===== src/rtl/matmul_sequencer_if.sv =====
// Purpose : bundles the dual-port memory_map connection and job status of matmul_sequencer.
// Ports   : master = sequencer side (drives addresses/write data/enables/busy/done, reads q);
//           slave  = memory side (returns registered read data one cycle after the address).
interface matmul_sequencer_if #(
    parameter int DATA_WIDTH = 32,
    parameter int ADDR_WIDTH = 32
);
    logic        [ADDR_WIDTH-1:0] mem_addr_a;
    logic        [ADDR_WIDTH-1:0] mem_addr_b;
    logic        [DATA_WIDTH-1:0] mem_data_a;
    logic                         mem_we_a;
    logic                         mem_we_b;
    logic signed [DATA_WIDTH-1:0] mem_q_a;
    logic signed [DATA_WIDTH-1:0] mem_q_b;
    logic                         busy;
    logic                         done;

    modport master (
        output mem_addr_a, mem_addr_b, mem_data_a, mem_we_a, mem_we_b, busy, done,
        input  mem_q_a, mem_q_b
    );

    modport slave (
        input  mem_addr_a, mem_addr_b, mem_data_a, mem_we_a, mem_we_b, busy, done,
        output mem_q_a, mem_q_b
    );
endinterface


===== src/rtl/matmul_sequencer.sv =====
// Purpose : polls MATMUL_Flag, reads M/N/P, computes C = A*B element by element through
//           memory_map ports A/B, writes C row-major, then clears the flag.
// Ports   : clk, rst_n (synchronous, active-low), bus (matmul_sequencer_if.master).
// Latency : per C element N+2 cycles (N MAC issues, 1 drain, 1 write); job = 6 + M*P*(N+2).
// Option  : define MATMUL_SEQ_SAT_EN to saturate written C values to the signed DATA_WIDTH range;
//           otherwise the low DATA_WIDTH bits of the accumulator are written (wrapping).
module matmul_sequencer #(
    parameter int DATA_WIDTH    = 32,
    parameter int ADDR_WIDTH    = 32,
    parameter int POLL_INTERVAL = 16
) (
    input  logic                  clk,
    input  logic                  rst_n,
    matmul_sequencer_if.master    bus
);

    localparam int ACC_WIDTH = 2 * DATA_WIDTH;
    localparam int PCW       = (POLL_INTERVAL > 1) ? $clog2(POLL_INTERVAL) : 1;

    localparam logic [PCW-1:0]        POLL_LAST = PCW'(POLL_INTERVAL - 1);
    localparam logic [ADDR_WIDTH-1:0] REG_A     = ADDR_WIDTH'(12'h000);
    localparam logic [ADDR_WIDTH-1:0] REG_B     = ADDR_WIDTH'(12'h100);
    localparam logic [ADDR_WIDTH-1:0] REG_C     = ADDR_WIDTH'(12'h200);
    localparam logic [ADDR_WIDTH-1:0] REG_M     = ADDR_WIDTH'(12'h600);
    localparam logic [ADDR_WIDTH-1:0] REG_N     = ADDR_WIDTH'(12'h700);
    localparam logic [ADDR_WIDTH-1:0] REG_P     = ADDR_WIDTH'(12'h800);
    localparam logic [ADDR_WIDTH-1:0] REG_FLAG  = ADDR_WIDTH'(12'hA00);
    localparam logic [ADDR_WIDTH-1:0] ONE_A     = ADDR_WIDTH'(1);
    localparam logic [DATA_WIDTH-1:0] ONE_D     = DATA_WIDTH'(1);

`ifdef MATMUL_SEQ_SAT_EN
    localparam logic signed [ACC_WIDTH-1:0] SAT_MAX =
        {{(DATA_WIDTH + 1){1'b0}}, {(DATA_WIDTH - 1){1'b1}}};
    localparam logic signed [ACC_WIDTH-1:0] SAT_MIN =
        {{(DATA_WIDTH + 1){1'b1}}, {(DATA_WIDTH - 1){1'b0}}};
`endif

    typedef enum logic [3:0] {
        S_IDLE, S_POLL, S_CFG0, S_CFG1, S_CFG2, S_CHECK, S_MAC, S_DRAIN, S_WRITE, S_CLEAR
    } state_t;

    state_t state, state_nxt;

    logic [PCW-1:0]               poll_cnt;
    logic                         poll_pend;   // flag read data arrives this cycle
    logic                         cfg_tail;    // second CFG2 cycle: capture N/P, no new reads
    logic [DATA_WIDTH-1:0]        dim_m, dim_n, dim_p;
    logic [DATA_WIDTH-1:0]        i_idx, j_idx, k_idx;
    logic [ADDR_WIDTH-1:0]        ptr_a, ptr_b, ptr_c, row_a, col_b;
    logic                         mac_vld;     // a product is on mem_q_a/mem_q_b this cycle
    logic signed [ACC_WIDTH-1:0]  acc;
    logic signed [ACC_WIDTH-1:0]  prod;
    logic [DATA_WIDTH-1:0]        wr_val;
    logic [ADDR_WIDTH-1:0]        n_a, p_a;
    logic                         last_k, last_j, last_elem, dim_zero;

    logic [ADDR_WIDTH-1:0]        addr_a, addr_b;
    logic [DATA_WIDTH-1:0]        data_a;
    logic                         we_a, busy, done;

    assign prod = $signed({{DATA_WIDTH{bus.mem_q_a[DATA_WIDTH-1]}}, bus.mem_q_a})
                * $signed({{DATA_WIDTH{bus.mem_q_b[DATA_WIDTH-1]}}, bus.mem_q_b});

    assign n_a       = ADDR_WIDTH'(dim_n);
    assign p_a       = ADDR_WIDTH'(dim_p);
    assign last_k    = (k_idx == dim_n - ONE_D);
    assign last_j    = (j_idx == dim_p - ONE_D);
    assign last_elem = last_j && (i_idx == dim_m - ONE_D);
    assign dim_zero  = (dim_m == '0) || (dim_n == '0) || (dim_p == '0);

    always_comb begin
`ifdef MATMUL_SEQ_SAT_EN
        if (acc > SAT_MAX) begin
            wr_val = SAT_MAX[DATA_WIDTH-1:0];
        end else if (acc < SAT_MIN) begin
            wr_val = SAT_MIN[DATA_WIDTH-1:0];
        end else begin
            wr_val = acc[DATA_WIDTH-1:0];
        end
`else
        wr_val = acc[DATA_WIDTH-1:0];
`endif
    end

    // State register
    always_ff @(posedge clk) begin
        if (!rst_n) begin
            state <= S_IDLE;
        end else begin
            state <= state_nxt;
        end
    end

    // Next-state logic
    always_comb begin
        state_nxt = state;
        case (state)
            S_IDLE: begin
                if (poll_pend && (bus.mem_q_b != '0)) begin
                    state_nxt = S_CFG0;
                end else if (poll_cnt == POLL_LAST) begin
                    state_nxt = S_POLL;
                end
            end
            S_POLL:  state_nxt = S_IDLE;
            S_CFG0:  state_nxt = S_CFG1;
            S_CFG1:  state_nxt = S_CFG2;
            S_CFG2:  if (cfg_tail) state_nxt = S_CHECK;
            S_CHECK: state_nxt = dim_zero ? S_CLEAR : S_MAC;
            S_MAC:   if (last_k) state_nxt = S_DRAIN;
            S_DRAIN: state_nxt = S_WRITE;
            S_WRITE: state_nxt = last_elem ? S_CLEAR : S_MAC;
            S_CLEAR: state_nxt = S_IDLE;
            default: state_nxt = S_IDLE;
        endcase
    end

    // Output logic
    always_comb begin
        addr_a = '0;
        addr_b = '0;
        data_a = '0;
        we_a   = 1'b0;
        done   = 1'b0;
        busy   = (state != S_IDLE) && (state != S_POLL);
        case (state)
            S_POLL: addr_b = REG_FLAG;
            // Matrix bases sit at fixed addresses; the base reads keep the fixed
            // 4-cycle configuration window but their data is not needed.
            S_CFG0: begin
                addr_a = REG_A;
                addr_b = REG_B;
            end
            S_CFG1: begin
                addr_a = REG_C;
                addr_b = REG_M;
            end
            S_CFG2: begin
                if (!cfg_tail) begin
                    addr_a = REG_N;
                    addr_b = REG_P;
                end
            end
            S_MAC: begin
                addr_a = ptr_a;
                addr_b = ptr_b;
            end
            S_WRITE: begin
                addr_a = ptr_c;
                data_a = wr_val;
                we_a   = 1'b1;
            end
            S_CLEAR: begin
                addr_a = REG_FLAG;
                we_a   = 1'b1;
                done   = 1'b1;
            end
            default: ;
        endcase
    end

    assign bus.mem_addr_a = addr_a;
    assign bus.mem_addr_b = addr_b;
    assign bus.mem_data_a = data_a;
    assign bus.mem_we_a   = we_a;
    assign bus.mem_we_b   = 1'b0;
    assign bus.busy       = busy;
    assign bus.done       = done;

    // Datapath: poll timer, configuration capture, pointers and accumulator
    always_ff @(posedge clk) begin
        if (!rst_n) begin
            poll_cnt  <= '0;
            poll_pend <= 1'b0;
            cfg_tail  <= 1'b0;
            dim_m     <= '0;
            dim_n     <= '0;
            dim_p     <= '0;
            i_idx     <= '0;
            j_idx     <= '0;
            k_idx     <= '0;
            ptr_a     <= '0;
            ptr_b     <= '0;
            ptr_c     <= '0;
            row_a     <= '0;
            col_b     <= '0;
            mac_vld   <= 1'b0;
            acc       <= '0;
        end else begin
            mac_vld <= (state == S_MAC);
            if (mac_vld) begin
                acc <= acc + prod;
            end
            case (state)
                S_IDLE: begin
                    poll_pend <= 1'b0;
                    if ((poll_pend && (bus.mem_q_b != '0)) || (poll_cnt == POLL_LAST)) begin
                        poll_cnt <= '0;
                    end else begin
                        poll_cnt <= poll_cnt + 1'b1;
                    end
                end
                S_POLL: begin
                    poll_pend <= 1'b1;
                    poll_cnt  <= '0;
                end
                S_CFG0: cfg_tail <= 1'b0;
                S_CFG2: begin
                    if (!cfg_tail) begin
                        cfg_tail <= 1'b1;
                        dim_m    <= bus.mem_q_b;
                    end else begin
                        dim_n    <= bus.mem_q_a;
                        dim_p    <= bus.mem_q_b;
                    end
                end
                S_CHECK: begin
                    i_idx <= '0;
                    j_idx <= '0;
                    k_idx <= '0;
                    ptr_a <= REG_A;
                    row_a <= REG_A;
                    ptr_b <= REG_B;
                    col_b <= REG_B;
                    ptr_c <= REG_C;
                    acc   <= '0;
                end
                S_MAC: begin
                    k_idx <= k_idx + ONE_D;
                    ptr_a <= ptr_a + ONE_A;
                    ptr_b <= ptr_b + p_a;
                end
                S_WRITE: begin
                    acc   <= '0;
                    k_idx <= '0;
                    ptr_c <= ptr_c + ONE_A;
                    if (last_j) begin
                        // next row of C: advance A row base by N, restart B at column 0
                        j_idx <= '0;
                        i_idx <= i_idx + ONE_D;
                        row_a <= row_a + n_a;
                        ptr_a <= row_a + n_a;
                        col_b <= REG_B;
                        ptr_b <= REG_B;
                    end else begin
                        j_idx <= j_idx + ONE_D;
                        ptr_a <= row_a;
                        col_b <= col_b + ONE_A;
                        ptr_b <= col_b + ONE_A;
                    end
                end
                S_CLEAR: begin
                    poll_cnt  <= '0;
                    poll_pend <= 1'b0;
                end
                default: ;
            endcase
        end
    end

endmodule


===== src/flat_wrapper.sv =====
// flat-port wrapper written by rule: the top's interface ports become plain ports
module matmul_sequencer_flat 
#(
    parameter int DATA_WIDTH    = 32,
    parameter int ADDR_WIDTH    = 32,
    parameter int POLL_INTERVAL = 16
)
  (clk, rst_n, bus_mem_addr_a, bus_mem_addr_b, bus_mem_data_a, bus_mem_we_a, bus_mem_we_b, bus_busy, bus_done, bus_mem_q_a, bus_mem_q_b);
  matmul_sequencer_if #(.DATA_WIDTH(DATA_WIDTH), .ADDR_WIDTH(ADDR_WIDTH)) bus_i ();
  input  logic clk;
  input  logic rst_n;
  output wire logic [$bits(bus_i.mem_addr_a)-1:0] bus_mem_addr_a;
  output wire logic [$bits(bus_i.mem_addr_b)-1:0] bus_mem_addr_b;
  output wire logic [$bits(bus_i.mem_data_a)-1:0] bus_mem_data_a;
  output wire logic [$bits(bus_i.mem_we_a)-1:0] bus_mem_we_a;
  output wire logic [$bits(bus_i.mem_we_b)-1:0] bus_mem_we_b;
  output wire logic [$bits(bus_i.busy)-1:0] bus_busy;
  output wire logic [$bits(bus_i.done)-1:0] bus_done;
  input wire logic [$bits(bus_i.mem_q_a)-1:0] bus_mem_q_a;
  input wire logic [$bits(bus_i.mem_q_b)-1:0] bus_mem_q_b;
  assign bus_mem_addr_a = bus_i.mem_addr_a;
  assign bus_mem_addr_b = bus_i.mem_addr_b;
  assign bus_mem_data_a = bus_i.mem_data_a;
  assign bus_mem_we_a = bus_i.mem_we_a;
  assign bus_mem_we_b = bus_i.mem_we_b;
  assign bus_busy = bus_i.busy;
  assign bus_done = bus_i.done;
  assign bus_i.mem_q_a = bus_mem_q_a;
  assign bus_i.mem_q_b = bus_mem_q_b;
  matmul_sequencer #(.DATA_WIDTH(DATA_WIDTH), .ADDR_WIDTH(ADDR_WIDTH), .POLL_INTERVAL(POLL_INTERVAL)) u_core (.clk(clk), .rst_n(rst_n), .bus(bus_i));
endmodule

===== config.mk =====
export PLATFORM = sky130hd
export DESIGN_NAME = matmul_sequencer_flat
export DESIGN_NICKNAME = d
export VERILOG_FILES = /design/src/rtl/matmul_sequencer_if.sv /design/src/rtl/matmul_sequencer.sv /design/src/flat_wrapper.sv
export SDC_FILE = /design/constraint.sdc
export NUM_CORES = 2
export LEC_CHECK = 0
export BUFFER_PORTS_ARGS = -buffer_cell sky130_fd_sc_hd__buf_2
export CORE_ASPECT_RATIO = 1.1
export CORE_MARGIN = 3
export CORE_UTILIZATION = 40
export CTS_CLUSTER_DIAMETER = 40
export DETAILED_ROUTE_END_ITERATION = 12
export PLACE_DENSITY = 0.65
export SLEW_MARGIN = 20
export SYNTH_ARGS = -nofsm -noshare
export SYNTH_HDL_FRONTEND = slang
export SYNTH_SLANG_ARGS = --single-unit

===== constraint.sdc =====
create_clock -name clk -period 21.9 [get_ports clk]
set_input_delay 2.19 -clock clk [delete_from_list [all_inputs] [get_ports clk]]
set_output_delay 2.19 -clock clk [all_outputs]
set_load 0.005 [all_outputs]

**Word level (Yosys, flattened, before mapping)**

Index checks and enable logic that the tools add are counted.

- Bits in registers: 427
- Bits in latches: 0
- Memory bits (writable): 0
- Memory bits (read-only): 0
- Output and inout bits: 100
- Word-level logic and storage cells: 108
- Memories: 0

- Add/subtract/negate cells: 13
- Multipliers: 1
- Divide/modulo/power cells: 0
- Magnitude comparators: 0
- Equality and inequality tests: 18
- Shift operators: 0
- Multiplexer cells: 30
- Bitwise gates (word level): 2
- Reduce and logical (&&, ||, !) cells: 27

Operators by type and width:

| kind | number |
|---|---|
| 32-bit one-hot mux with 2 select lines | 6 |
| 32-bit one-hot mux with 5 select lines | 2 |
| 32-bit by 1-bit adder with 32-bit output (second input constant) | 6 |
| 32-bit one-hot mux with 3 select lines | 2 |
| 32-bit two-way mux | 5 |
| 32-bit == test | 3 |
| 32-bit zero test | 3 |
| 32-bit by 1-bit subtractor with 32-bit output (second input constant) | 3 |
| 32-bit adder | 2 |
| 64-bit adder | 1 |
| 32-bit by 32-bit multiplier with 64-bit output | 1 |
| 4-bit one-hot mux with 8 select lines | 1 |
| 32-bit nonzero test | 1 |
| 4-bit two-way mux | 7 |
| 4-bit by 3-bit == test with 1-bit output (second input constant) | 4 |
| 4-bit == test (second input constant) | 3 |
| 12-bit two-way mux | 1 |
| 11-bit two-way mux | 1 |
| 2-bit nonzero test | 5 |
| 4-bit by 2-bit == test with 1-bit output (second input constant) | 2 |
| 4-bit one-hot mux with 2 select lines | 1 |
| 2-bit OR reduction | 4 |
| 2-bit by 1-bit inequality test with 1-bit output (second input constant) | 3 |
| 2-bit AND reduction | 3 |
| other kinds (14) | 21 |

**Logic depth before layout (Yosys ltp)**

- Depth in word-level cells: 5
- Depth in mapped cells: 28
- Depth with buffers taken out: 26

**Worst setup path after synthesis**

No wires, ideal clock.

- Kind: input port to flip-flop
- Start point: input port bus_mem_q_b[0]
- End point: register u_core.acc[31]
- Data arrival time: 9.103 ns
- Required time: 21.814 ns
- Setup slack: 12.711 ns
- Cell stages on the path: 25
- Path through: clkbuf_1 > clkbuf_1 > nand2_1 > fa_1 > fa_1 > fa_1 > fa_1 > inv_1 > fa_1 > fa_1 > fa_1 > inv_1 > fa_1 > inv_1 > ha_1 > a21oi_1 > o21bai_1 > a21o_1 > or4_1 > o22a_1 > a221o_1 > a21o_1 > a21oi_1 > xnor2_1 > a211oi_1

- Longest elaborated chain between the ends: 2

RTL lines:

| what | line | text |
|---|---|---|
| from (decl) | flat_wrapper.sv:20 | `input wire logic [$bits(bus_i.mem_q_b)-1:0] bus_mem_q_b;` |
| 32-bit by 32-bit multiplier with 64-bit output | matmul_sequencer.sv:62 | `* $signed({{DATA_WIDTH{bus.mem_q_b[DATA_WIDTH-1]}}, bus.mem_q_b});` |
| 64-bit adder | matmul_sequencer.sv:192 | `acc <= acc + prod;` |
| to (signal assigned) | matmul_sequencer.sv:192 |  |
| to (decl) | matmul_sequencer.sv:51 | `logic signed [ACC_WIDTH-1:0] acc;` |

Every way passes these cells.
A chain may end at the register's enable or synchronous reset.

**Final worst setup path**

- Start point: input port bus_mem_q_b[1]
- End point: register u_core.acc[31]

The elaborated chain is that of the path after synthesis.

==> results.md <==
- Most area-consuming cells after synthesis: fa_1 21%, dfxtp_1 19%, ha_1 6.9%
- Crit path DAT: 9.77 ns
- CTS sink count: 395
- Peak fanout along the critical path: 34
- Largest net degree at the start of global routing: 117
- # rows: 122
- Synth Cell Area: 0.0413 mm2
- CTS Buf Count: 76
- Final-stage net count: 5799
- Area delta synth->final: 10.8%
- DIE HEIGHT: 343 um
- Worst Clk Skew: 0.0475 ns
- Antenna violations before repair: 14
- Async SR Flop Fraction: 0%
- First-pass GRT wire length: 201000 um
- Drt initial violations: 2909
- Core area: 0.102 mm2
- Max Root-Sink Buffers: 3
- Detail Placement HPWL: 92300 um
- Peak VDD IR: 0.000680 V
- Post-CTS Setup Repair Bufs: 0
- GP Congestion: 0.889
- RSZ-0062 raised after global routing: no
- Root buffer cell: clkbuf_16
- Max Fclk: 109 MHz
- Port-buffer cells: 164
- Post-cts sizing count: 0
- CP required: 22.46 ns
- PwrDens: 170 mW/mm2
- Mux cell area share after synthesis: 1.64%
- Die W: 312 um
- Setup CP Type: in2reg
- Seq/Total Area, Yosys: 19.2%
- I/O pin count: 166
- Register bit total from synthesis: 395
- CTS tree: yes
- Most common library cells after synthesis: 700 x nand2_1, 557 x inv_1, 440 x fa_1
- Pre-CTS WS: 12.13 ns
- Post-synth EDFFs: 0
- Crit path launch type: input port
- Primary FF master, synth: dfxtp_1
- Min Hold Slack: 0.467 ns
- Most common cell in the synthesized netlist: nand2_1
- Maxcap violations: 0
- Reg clk slew, reported paths: 0.05 ns
- Type of destination of the critical path: flip-flop
- Vias per cell: 5.57
- Post-route ant nets: 0
- Syn Nets: 5814
- 1st-pass router iterations: 8
- Outcome: completed
- TNS Setup: 0 ns
- DRT Wirelength: 127000 um
- Share of cells above drive strength 1: 7.74%
- Hold-fix buffers, CTS: 0
- Main combinational cell family by area after synthesis: adder cells
- Fin crit period: 9.20 ns
- DRC: 0
- Post-DR wirelength/cell: 19.5 um
- Tcrit/Tclk final: 42.0%
- Synth warn: 0
- CTS H-Tree Depth: 3
- Compound-Gate Fraction of Synth Area: 14.2%
- Max-slew violation count: 0
- Final WS setup: 12.70 ns
- Worst min path class: reg2reg
- Adder-cell share of the synthesized area: 28.2%
- Die ar.: 0.107 mm2
- Worst slew pin tran: 1.09 ns
- Leakage: 0.0198 uW
- Clock Latency Late Sink: 0.66 ns
- Global-route congestion overflow total: 0
- Final Hold Vio Count: 0
- Initial core utilization: 40.6%
- Global-route usage over all layers: 23.6%
- Number of global-route vias before repair: 35439
- Top cell type's share of synthesized area: 21.3%
- Top cell type by total area after synthesis: fa_1
- Avg Cell Area, Syn: 8.12 um2
- Yosys cell types: 89
- Synth Area in Simple Gates: 22.3%
- Rel. slew slack: 26.9%
- DR vias: 36233
- Endpoints failing setup: 0
- XOR/XNOR Fraction of Synth Area: 6.75%
- Fillers: 10025
- Mapped Cells: 5082
## cell usage in the layout, fill, tap and decap left out, types with 40 or more instances in the layout
| master | n |
|---|---|
| inv_1 | 556 |
| fa_1 | 440 |
| buf_2 | 164 |
| a21oi_1 | 305 |
| mux2i_1 | 52 |
| and2_1 | 350 |
| nor3_1 | 70 |
| xor2_1 | 127 |
| nor2_1 | 266 |
| ha_1 | 226 |
| dfxtp_1 | 394 |
| nand3_1 | 117 |
| nand4_1 | 40 |
| or3_1 | 46 |
| o21ai_0 | 232 |
| xnor2_1 | 191 |
| clkbuf_16 | 77 |
| and3_1 | 55 |
| nand2_1 | 698 |
## layer usage
metal  share of wire, %  vias up  global-route usage (%)
met5              0.039        -                       0
met4                3.3        8                    8.03
met3                8.9      275                    5.16
met2                 44     1401                    36.9
met1                 44    17727                    32.3
li1                   -    16822                       -
## area by class of cell
| class | instances | area, um2 | share of cell area, % |
|---|---|---|---|
| timing repair buffer | 194 | 1050 | 2.29 |
| tap | 1364 | 1710 | 3.73 |
| multi-input combinational | 3843 | 30200 | 66.1 |
| clock buffer | 100 | 2160 | 4.73 |
| antenna | 7 | 17.5 | 0.0383 |
| sequential | 395 | 7910 | 17.3 |
| inverter | 557 | 2100 | 4.58 |
| clock inverter | 40 | 558 | 1.22 |
## state kept, by name (all words and copies together) (netlist names), 4 cells and up
name / cells
u_core.k_idx: 32
u_core.ptr_c: 32
u_core.dim_m: 32
u_core.poll_cnt: 4
u_core.dim_p: 32
u_core.dim_n: 32
u_core.i_idx: 32
u_core.ptr_b: 32
u_core.col_b: 32
u_core.acc: 32
u_core.state: 4
u_core.ptr_a: 32
u_core.j_idx: 32
u_core.row_a: 32
## power by group
group,total (uW),internal (uW),switching [uW]
sequential,729,723,5.96
combinational,5790,2450,3340
clock,1250,802,444
## final timing paths
path | depth (start not counted) | startpoint | to | slack (ns)
setup / recovery | 24 | bus_mem_q_b[1] | u_core.acc[31]$_SDFFE_PP0P_ | 12.70
hold / removal | 1 | u_core.col_b[31]$_SDFFE_PN0N_ | u_core.col_b[31]$_SDFFE_PN0N_ | 0.47
setup reg to reg | 23 | u_core.acc[21]$_SDFFE_PP0P_ | u_core.acc[31]$_SDFFE_PP0P_ | 14.75
hold reg to reg | 1 | u_core.col_b[31]$_SDFFE_PN0N_ | u_core.col_b[31]$_SDFFE_PN0N_ | 0.47
## critical path: stages
cell	delay, ns
buf_2	0.71
nand2_1	0.17
fa_1	0.51
fa_1	0.57
fa_1	0.45
fa_1	0.56
inv_1	0.06
fa_1	0.48
fa_1	0.46
fa_1	0.51
inv_1	0.05
fa_1	0.50
inv_1	0.05
ha_1	0.33
a21oi_1	0.17
o21bai_1	0.09
a21o_1	0.20
or4_1	0.40
o22a_1	0.24
a221o_1	0.35
a21o_1	0.19
a21oi_1	0.17
xnor2_1	0.10
a211oi_1	0.26
## metrics by stage
step / power [uW] / instance area (um2) / util [%] / cells
6_report: 7760 / 45700 / 45.1 / 6500
5_1_grt: 8590 / 45700 / 45.0 / 6493
4_1_cts: 7800 / 45700 / 45.0 / 6493
3_5_place_dp: 6470 / 43000 / 42.4 / 6353
3_3_place_gp: 6440 / 43000 / 42.4 / 6353
2_1_floorplan: 5110 / 41300 / - / 5082
## logic make-up (layout without fill, tap and decap cells)
kind of cell | Yosys count | count (layout)
DFF | 395 | 395
other | 1 | 8
AOI/OAI and AO/OA | 934 | 934
buffers and inverters | 844 | 891
and+or+nand+nor | 1858 | 1858
muxes | 66 | 66
adders and majority gates | 666 | 666
xor gates and xnor gates | 318 | 318
(Power assumes the default switching activity.)
